===== src/rtl/if_stage.sv =====
// ---------------------------------------------------------------------------
// if_stage
//   Instruction-fetch stage of a 5-stage RV32I pipeline. It owns the program
//   counter and selects the next PC from the hazard-unit controls. It drives
//   the instruction-memory address, which has an asynchronous read, and it
//   holds the IF/ID pipeline register, which supports hold and bubble. It also
//   keeps debug counters for stall and flush cycles, plus a sticky flag for
//   misaligned redirect targets.
//
// Handshake semantics: there is no valid/ready pair. PC_Write and IF_ID_Write
//   act as enables sampled on the rising edge. IF_ID_Flush overrides
//   IF_ID_Write. IF_ID_valid marks whether IF/ID holds a real instruction.
//
// Ports
//   clk, rst       : clock; synchronous active-high reset
//   PC_Write       : 1 = PC may advance
//   NPCOp[2:0]     : 000 PC+4, 001 branch, 010 jal, 100 jalr, 111 hold,
//                    other codes PC+4
//   IF_ID_Write    : load IF/ID with the fetched instruction
//   IF_ID_Flush    : load IF/ID with a bubble (wins over IF_ID_Write)
//   EX_PC, EX_imm  : PC and immediate of the control-transfer instr in EX
//   EX_rs1         : forwarded jalr base
//   imem_addr      : instruction-memory address (= current PC)
//   imem_rdata     : instruction word for imem_addr, same cycle
//   IF_ID_*        : pipeline register towards decode
//   stall_cnt      : cycles with PC_Write=0 or NPCOp=111
//   flush_cnt      : cycles with IF_ID_Flush=1
//   misalign       : sticky, a redirect target had non-zero bits [1:0]
// ---------------------------------------------------------------------------
module if_stage #(
  parameter logic [31:0] RESET_PC = 32'h0000_0000,
  parameter logic [31:0] NOP_INST = 32'h0000_0013
) (
  input  logic        clk,
  input  logic        rst,
  input  logic        PC_Write,
  input  logic [2:0]  NPCOp,
  input  logic        IF_ID_Write,
  input  logic        IF_ID_Flush,
  input  logic [31:0] EX_PC,
  input  logic [31:0] EX_imm,
  input  logic [31:0] EX_rs1,
  output logic [31:0] imem_addr,
  input  logic [31:0] imem_rdata,
  output logic [31:0] IF_ID_PC,
  output logic [31:0] IF_ID_PC4,
  output logic [31:0] IF_ID_inst,
  output logic        IF_ID_valid,
  output logic [31:0] stall_cnt,
  output logic [31:0] flush_cnt,
  output logic        misalign
);

  localparam logic [2:0] NPC_PC4  = 3'b000;
  localparam logic [2:0] NPC_BR   = 3'b001;
  localparam logic [2:0] NPC_JAL  = 3'b010;
  localparam logic [2:0] NPC_JALR = 3'b100;
  localparam logic [2:0] NPC_HOLD = 3'b111;

  logic [31:0] r_pc;
  logic [31:0] r_if_id_pc;
  logic [31:0] r_if_id_pc4;
  logic [31:0] r_if_id_inst;
  logic        r_if_id_valid;
  logic [31:0] r_stall_cnt;
  logic [31:0] r_flush_cnt;
  logic        r_misalign;

  logic [31:0] w_pc4;
  logic [31:0] w_br_target;
  logic [31:0] w_jalr_target;
  logic [31:0] w_npc;
  logic        w_redirect;
  logic        w_pc_load;
  logic        w_stall;

  // All adders wrap modulo 2^32; carry-out is intentionally dropped.
  assign w_pc4         = r_pc + 32'd4;
  assign w_br_target   = EX_PC + EX_imm;
  assign w_jalr_target = (EX_rs1 + EX_imm) & ~32'h1;

  always_comb begin
    w_npc      = w_pc4;
    w_redirect = 1'b0;
    case (NPCOp)
      NPC_PC4:  w_npc = w_pc4;
      NPC_BR,
      NPC_JAL: begin
        w_npc      = w_br_target;
        w_redirect = 1'b1;
      end
      NPC_JALR: begin
        w_npc      = w_jalr_target;
        w_redirect = 1'b1;
      end
      NPC_HOLD: w_npc = r_pc;
      default:  w_npc = w_pc4;  // undefined codes fall through to sequential
    endcase
  end

  assign w_pc_load = PC_Write && (NPCOp != NPC_HOLD);
  assign w_stall   = !w_pc_load;

  // Program counter, misalignment flag and event counters
  always_ff @(posedge clk) begin
    if (rst) begin
      r_pc        <= RESET_PC;
      r_misalign  <= 1'b0;
      r_stall_cnt <= 32'd0;
      r_flush_cnt <= 32'd0;
    end else begin
      if (w_pc_load) begin
        r_pc <= w_npc;
        // The target is loaded even when it is misaligned; only the flag records it.
        if (w_redirect && (w_npc[1:0] != 2'b00)) begin
          r_misalign <= 1'b1;
        end
      end
      if (w_stall) begin
        r_stall_cnt <= r_stall_cnt + 32'd1;
      end
      if (IF_ID_Flush) begin
        r_flush_cnt <= r_flush_cnt + 32'd1;
      end
    end
  end

  // IF/ID register: priority is reset > flush > write > hold
  always_ff @(posedge clk) begin
    if (rst) begin
      r_if_id_pc    <= 32'd0;
      r_if_id_pc4   <= 32'd0;
      r_if_id_inst  <= NOP_INST;
      r_if_id_valid <= 1'b0;
    end else if (IF_ID_Flush) begin
      r_if_id_pc    <= 32'd0;
      r_if_id_pc4   <= 32'd0;
      r_if_id_inst  <= NOP_INST;
      r_if_id_valid <= 1'b0;
    end else if (IF_ID_Write) begin
      r_if_id_pc    <= r_pc;
      r_if_id_pc4   <= w_pc4;
      r_if_id_inst  <= imem_rdata;
      r_if_id_valid <= 1'b1;
    end
  end

  assign imem_addr   = r_pc;
  assign IF_ID_PC    = r_if_id_pc;
  assign IF_ID_PC4   = r_if_id_pc4;
  assign IF_ID_inst  = r_if_id_inst;
  assign IF_ID_valid = r_if_id_valid;
  assign stall_cnt   = r_stall_cnt;
  assign flush_cnt   = r_flush_cnt;
  assign misalign    = r_misalign;

endmodule


===== config.mk =====
export PLATFORM = sky130hd
export DESIGN_NAME = if_stage
export DESIGN_NICKNAME = d
export VERILOG_FILES = /design/src/rtl/if_stage.sv
export SDC_FILE = /design/constraint.sdc
export NUM_CORES = 1
export LEC_CHECK = 0
export CAP_MARGIN = 15
export CORE_UTILIZATION = 25
export CTS_BUF_LIST = sky130_fd_sc_hd__clkbuf_4 sky130_fd_sc_hd__clkbuf_8
export CTS_CLUSTER_DIAMETER = 150
export CTS_CLUSTER_SIZE = 28
export DETAILED_ROUTE_END_ITERATION = 12
export PLACE_DENSITY = 0.48
export SYNTH_ARGS = -nofsm -noshare
export SYNTH_HDL_FRONTEND = slang
export SYNTH_SLANG_ARGS = --single-unit

===== constraint.sdc =====
create_clock -name clk -period 3.75 [get_ports clk]
set_input_delay 1.125 -clock clk [delete_from_list [all_inputs] [get_ports clk]]
set_output_delay 1.125 -clock clk [all_outputs]
set_load 0.005 [all_outputs]

==> reports/metrics.yaml, run 1 <==
rr_startpoint: "imem_addr[2]$_SDFFE_PP0P_"
wl_met2_um: 19000
path_max_fanout: 3
design.core.area_mm2: 0.04567
ctsResizeCount: 0
drt-total-wl_um: 40710
cp_data_arrival_time_ns: 3.95
firstDrtPassIters: 5
floorplan.die_area_mm2: 0.04743
leakage_uw: 0.006778
synth_top_area_cell: "dfxtp_1"
cp_cell_sequence: "clkdlybuf4s50_1 -> ha_1 -> inv_1 -> fa_1 -> nor2b_2 -> o2111ai_2 -> a31oi_1 -> buf_4 -> o2111a_2 -> o2111ai_1 -> a21oi_2 -> mux2i_1 -> a31o_2 -> nand3_1"
synthFlopType: "dfxtp_1"
max_slew_margin_pct: 35.75
syn2layout_area_growth_pct: 45.36
final_util_pct: 37.05
cts_setup_buffers: 0
fin_setup_tns_ns: 0
fin_crit_sh_pct: 95.21
layout_common_cells: "clkdlybuf4s50_1, nor2_1, dfxtp_1"
synth_nets: 1590
die_x_um: 217.8
yosysSeqAreaShare_pct: 33.02
max_cap_viol_count: 0
insertion_delay_ns: 0.49
ant_nets: 0
antenna_found_initial: 1
start_kind: "input pin"
period_minus_slack_ns: 3.570
layout_commonest_cell: "clkdlybuf4s50_1"
critPathRequiredTime_ns: 4.13
irDropWorstVdd_mv: 0.1751
clk_path_buf_depth: 2
dp_hpwl_um: 33010
met3WireLength_um: 1703
rows: 78
skew_ns: 0.01640
cts_root_buffer: "clkbuf_8"
place_congestion: 0.8662
worst_slew_pin_slew_ns: 0.9574
cts_tree: "yes"
io_pins: 330
layout.nets: 2004
first_global_vias: 10930
m1WireLength_um: 19460
syn_area_mm2: 0.01164
htree_levels: 4
start_util_pct: 25.48
status: "completed"
drc: 0
finalHoldViolCount: 0
p_total_uw: 5212
drtIter0Drc: 534
top_layer: "met4"
synth_area_per_cell_um2: 8.386
hold_path.startpoint: "IF_ID_inst[1]$_SDFFE_PP1P_"
grt_pass1_wl_um: 62710
fillers: 4727
layout-drive-gt1-share_pct: 11.52
cts.sink_count: 192
drv_slew: 0
clk_pin_slew_ns: 0.10
grt_use_total_pct: 16.92
setup_viol: 0
synth_warnings: 0
grt_overflow: 0
synthTopCellsByArea: "dfxtp_1, nor2_1, ha_1, mux2i_1, xor2_1"
dpl_cell_area_mm2: 0.01646
wl_per_cell_um: 16.85
vias_per_cell: 4.680
yosysTopAreaCellShare_pct: 33.02
ys_seq_elements: 192
cpPeakStageDelay_ns: 0.49
crit_start: "EX_imm[0]"
syn_inst: 1388
synth.distinct_cells: 78
pwr_density_cell_mw_per_mm2: 308.1
die_h_um: 217.8
slowest_stage: "clkdlybuf4s50_1"
design_area_mm2: 0.01692
clock.fmax_ghz: 0.2801
end_kind: "register"
vias: 11310
ys_async_sr_fraction_pct: 0
port-buffer-count: 329
grt_max_degree: 78
path_class: "input pin to register"
hold_buffers: 0
synth_edf_count: 0
cts_buffers: 17
hold_class: "register to register"
-- cell type report --
| cell class | instances | area [µm²] | area share [%] |
|---|---|---|---|
| diodes | 2 | 5.005 | 0.02958 |
| inverters | 20 | 75.07 | 0.4437 |
| repair buffers | 469 | 4368 | 25.82 |
| clock buffers | 20 | 262.8 | 1.553 |
| flip-flops and latches | 192 | 3844 | 22.72 |
| multi-input cells | 1102 | 7437 | 43.95 |
| well taps | 600 | 750.7 | 4.437 |
| clock inverters | 11 | 177.7 | 1.050 |
-- power breakdown --
part	internal (µW)	leakage [µW]	switching, µW	total [µW]
sequential	2110	0.00156	79.6	2180
clock	763	0.000213	775	1540
combinational	755	0.00501	735	1490
-- sequential cells by signal, summed over array words and instances (netlist names) --
register / cells
IF_ID_PC4: 30
IF_ID_inst: 32
IF_ID_valid: 1
misalign: 1
stall_cnt: 32
imem_addr: 32
flush_cnt: 32
IF_ID_PC: 32
-- per-layer routing --
| metal | up-vias | global-route usage [%] |
|---|---|---|
| met1 | 5244 | 22.71 |
| met5 | - | 0 |
| met3 | 31 | 2.734 |
| met2 | 241 | 28.07 |
| li1 | 5791 | - |
| met4 | 0 | 4.149 |
-- kinds of logic (layout without fill, tap and decap cells) --
family / Yosys count / after routing / share of synthesized area (%)
adders and majority gates: 68 / 68 / 7.396
other: 0 / 2 / 0
muxes: 70 / 70 / 6.030
DFF: 192 / 192 / 33.02
AOI/OAI and AO/OA: 338 / 338 / 19.56
and+or+nand+nor: 486 / 486 / 20.08
buffers and inverters: 94 / 520 / 3.246
xor gates and xnor gates: 140 / 140 / 10.66
-- worst paths after layout --
path | endpoint | slack [ns] | cells after the start
setup reg to reg | imem_addr[28]$_SDFFE_PP0P_ | 0.98 | 8
hold / removal | IF_ID_inst[1]$_SDFFE_PP1P_ | 0.49 | 2
hold reg to reg | IF_ID_inst[1]$_SDFFE_PP1P_ | 0.49 | 2
setup / recovery | imem_addr[28]$_SDFFE_PP0P_ | 0.18 | 14
-- synth_stat cells (40+ instances only) --
| cell type | number |
|---|---|
| clkbuf_1 | 57 |
| a21oi_1 | 78 |
| mux2i_1 | 69 |
| ha_1 | 64 |
| nand2_1 | 72 |
| a21o_1 | 42 |
| nor2_1 | 223 |
| xor2_1 | 72 |
| dfxtp_1 | 192 |
| xnor2_1 | 66 |
| nand3_1 | 41 |
| o21ai_0 | 54 |
| a211oi_1 | 40 |
-- per-stage QoR --
stage,setup WS [ns],hold slack (ns),std cells
after floorplan,0.4380,0.4604,1388
after global placement,-0.3600,0.4638,2383
after detailed placement,-0.4029,0.4644,2383
after CTS,0.1683,0.4907,2414
after global routing,-0.005563,0.5070,2414
final,0.1796,0.4879,2416
-- critical path: cells and delay by family --
family / cells / cell delay, ns
AO/OA/AOI/OAI: 6 / 1.15
adder cells (fa/ha/maj): 2 / 0.58
buffers and inverters: 3 / 0.68
multiplexers: 1 / 0.20
AND/OR/NAND/NOR: 2 / 0.23
No activity file was read; power rests on OpenSTA's default activity.
==> run 2: changes to the inputs <==
--- a/config.mk
+++ b/config.mk
@@ -6,6 +6,7 @@
 export NUM_CORES = 1
 export LEC_CHECK = 0
 export CAP_MARGIN = 15
+export CORE_MARGIN = 10
 export CORE_UTILIZATION = 25
 export CTS_BUF_LIST = sky130_fd_sc_hd__clkbuf_4 sky130_fd_sc_hd__clkbuf_8
 export CTS_CLUSTER_DIAMETER = 150
==> reports/metrics.yaml, run 2 (synthesized netlist as in run 1, its figures left out) <==
hold_class: "register to register"
vias_per_cell: 4.671  # -0.18%
period_minus_slack_ns: 3.565  # -0.005384 ns
cts_root_buffer: "clkbuf_8"
end_kind: "register"
layout_common_cells: "clkdlybuf4s50_1, nor2_1, dfxtp_1"
rr_startpoint: "imem_addr[2]$_SDFFE_PP0P_"
pwr-share-comb_pct: 30.7  # +2.1 points
post-place-ws_ns: -0.3831  # +0.01977 ns
setup_viol: 0  # unchanged
dpl_cell_area_mm2: 0.01660  # +0.86%
clk_pin_slew_ns: 0.09  # about the same
antenna_found_initial: 3  # +2
hold_buffers: 0  # unchanged
die_x_um: 235.8  # +8.3%
ant_nets: 0  # unchanged
grt_pass1_wl_um: 66720  # +6.4%
drt-total-wl_um: 43390  # +6.6%
path_max_fanout: 3  # unchanged
slowest_stage: "clkdlybuf4s50_1"
fin_crit_sh_pct: 95.07  # -0.14 points
finalHoldViolCount: 0  # unchanged
cp_cell_sequence: "clkdlybuf4s50_1 -> ha_1 -> inv_1 -> fa_1 -> nor2b_1 -> o2111ai_1 -> a31oi_1 -> buf_4 -> o2111a_2 -> o211a_1 -> nor2_1 -> o2111a_1 -> o31ai_1 -> nand2_1"
io_pins: 330  # unchanged
power.switching_uw: 1562  # -1.7%
cts_tree: "yes"
grt_use_total_pct: 15.03  # -1.9 points
start_util_pct: 25.16  # -0.32 points
grt_max_degree: 65  # -17%
layout-drive-gt1-share_pct: 12.24  # +0.72 points
htree_levels: 4  # unchanged
drv_slew: 0  # unchanged
insertion_delay_ns: 0.49  # about the same
cpPeakStageDelay_ns: 0.49  # about the same
design.core.area_mm2: 0.04626  # +1.3%
drtIter0Drc: 495  # -7.3%
port-buffer-count: 329  # unchanged
floorplan.die_area_mm2: 0.05559  # +17%
drc: 0  # unchanged
start_kind: "input pin"
place_inst: 2406  # +0.97%
layout.nets: 2020  # +0.80%
finalWorstSetupSlack_ns: 0.1850  # +0.005384 ns
die_h_um: 235.8  # +8.3%
place_congestion: 0.8398  # -3.0%
ctsResizeCount: 0  # unchanged
cts_setup_buffers: 0  # unchanged
pwr-share-clk_pct: 24.8  # -4.7 points
cp_data_arrival_time_ns: 3.94  # about the same
skew_ns: 0.01095  # -0.005454 ns
layout_commonest_cell: "clkdlybuf4s50_1"
worst_slew_pin_slew_ns: 0.6951  # -0.2622 ns
hold_path.startpoint: "IF_ID_PC4[5]$_SDFFE_PP0P_"
switching_share_pct: 31.75  # +1.2 points
max_slew_margin_pct: 53.66  # +18 points
cts.sink_count: 192  # unchanged
crit_start: "EX_imm[0]"
vias: 11390  # +0.73%
design_area_mm2: 0.01695  # +0.16%
rows: 79  # +1.3%
fin_setup_tns_ns: 0  # unchanged
firstDrtPassIters: 5  # unchanged
first_global_vias: 11290  # +3.3%
status: "completed"
critPathRequiredTime_ns: 4.13  # about the same
p_int_uw: 3358  # -7.3%
grt_overflow: 0  # unchanged
path_class: "input pin to register"
pwr_density_cell_mw_per_mm2: 290.4  # -5.7%
clk_path_buf_depth: 2  # unchanged
p_total_uw: 4920  # -5.6%
grt_setup_unrepaired: "false"
leakage_uw: 0.006807  # +0.43%
dp_hpwl_um: 35940  # +8.9%
clock.fmax_ghz: 0.2805  # +0.15%
irDropWorstVdd_mv: 0.1600  # -8.6%
power_frac_seq_pct: 44.4  # +2.5 points
wl_per_cell_um: 17.80  # +5.6%
stdcell_count: 2438  # +0.91%
cts_buffers: 17  # unchanged
max_cap_viol_count: 0  # unchanged
syn2layout_area_growth_pct: 45.59
[run 2: path summary, 6_finish.rpt]
path                                      to  slack [ns]  cells after the start
setup / recovery  imem_addr[30]$_SDFFE_PP0P_        0.18                     14
hold / removal     IF_ID_PC4[5]$_SDFFE_PP0P_        0.49                      2
setup reg to reg  imem_addr[28]$_SDFFE_PP0P_        1.07                      8
hold reg to reg    IF_ID_PC4[5]$_SDFFE_PP0P_        0.49                      2
[run 2: power groups by stage]
stage | registers [µW] | logic, µW | clock network (µW)
finish | 2190 | 1510 | 1220
global route | 2200 | 1660 | 1370
CTS | 2190 | 1520 | 1300
detailed placement | 2230 | 1520 | 0
global placement | 2230 | 1520 | 0
floorplan | 2220 | 772 | 0
[run 2: through the flow]
stage                     hold slack (ns)  util (%)
after floorplan                    0.4604         -
after global placement             0.4546     35.89
after detailed placement           0.4614     35.89
after CTS                          0.4875     36.60
after global routing               0.5043     36.63
final                              0.4867     36.63
[run 2: per-layer routing]
metal	wire length (µm)	vias to the layer above	global-route usage, %
li1	-	5841	-
met1	20220	5282	19.31
met4	657	4	4.312
met5	27	-	0
met2	20240	231	24.77
met3	2250	31	3.243
[run 2: worst max-delay path: cells and delay by family]
| kind | cells | cell delay (ns) |
|---|---|---|
| buffers and inverters | 3 | 0.69 |
| adders and majority gates | 2 | 0.57 |
| and+or+nand+nor | 3 | 0.31 |
| AOI/OAI and AO/OA | 6 | 1.25 |
[run 2: area by class of cell]
class / instances / area [µm²]
Inverter: 20 / 75.07
Sequential cell: 192 / 3844
Clock buffer: 21 / 264.0
Clock inverter: 10 / 66.31
Fill cell: 4842 / 29310
Tap cell: 607 / 759.5
Antenna cell: 1 / 2.502
Multi-Input combinational cell: 1102 / 7435
Timing Repair Buffer: 485 / 4501
==> run 3: changes to the inputs <==
--- a/config.mk
+++ b/config.mk
@@ -12,6 +12,7 @@
 export CTS_CLUSTER_DIAMETER = 150
 export CTS_CLUSTER_SIZE = 28
 export DETAILED_ROUTE_END_ITERATION = 12
+export GPL_ROUTABILITY_DRIVEN = 0
 export PLACE_DENSITY = 0.48
 export SYNTH_ARGS = -nofsm -noshare
 export SYNTH_HDL_FRONTEND = slang
==> results of run 3 <==
Same layout as run 2: the final DEF is identical, and so are final timing and power.
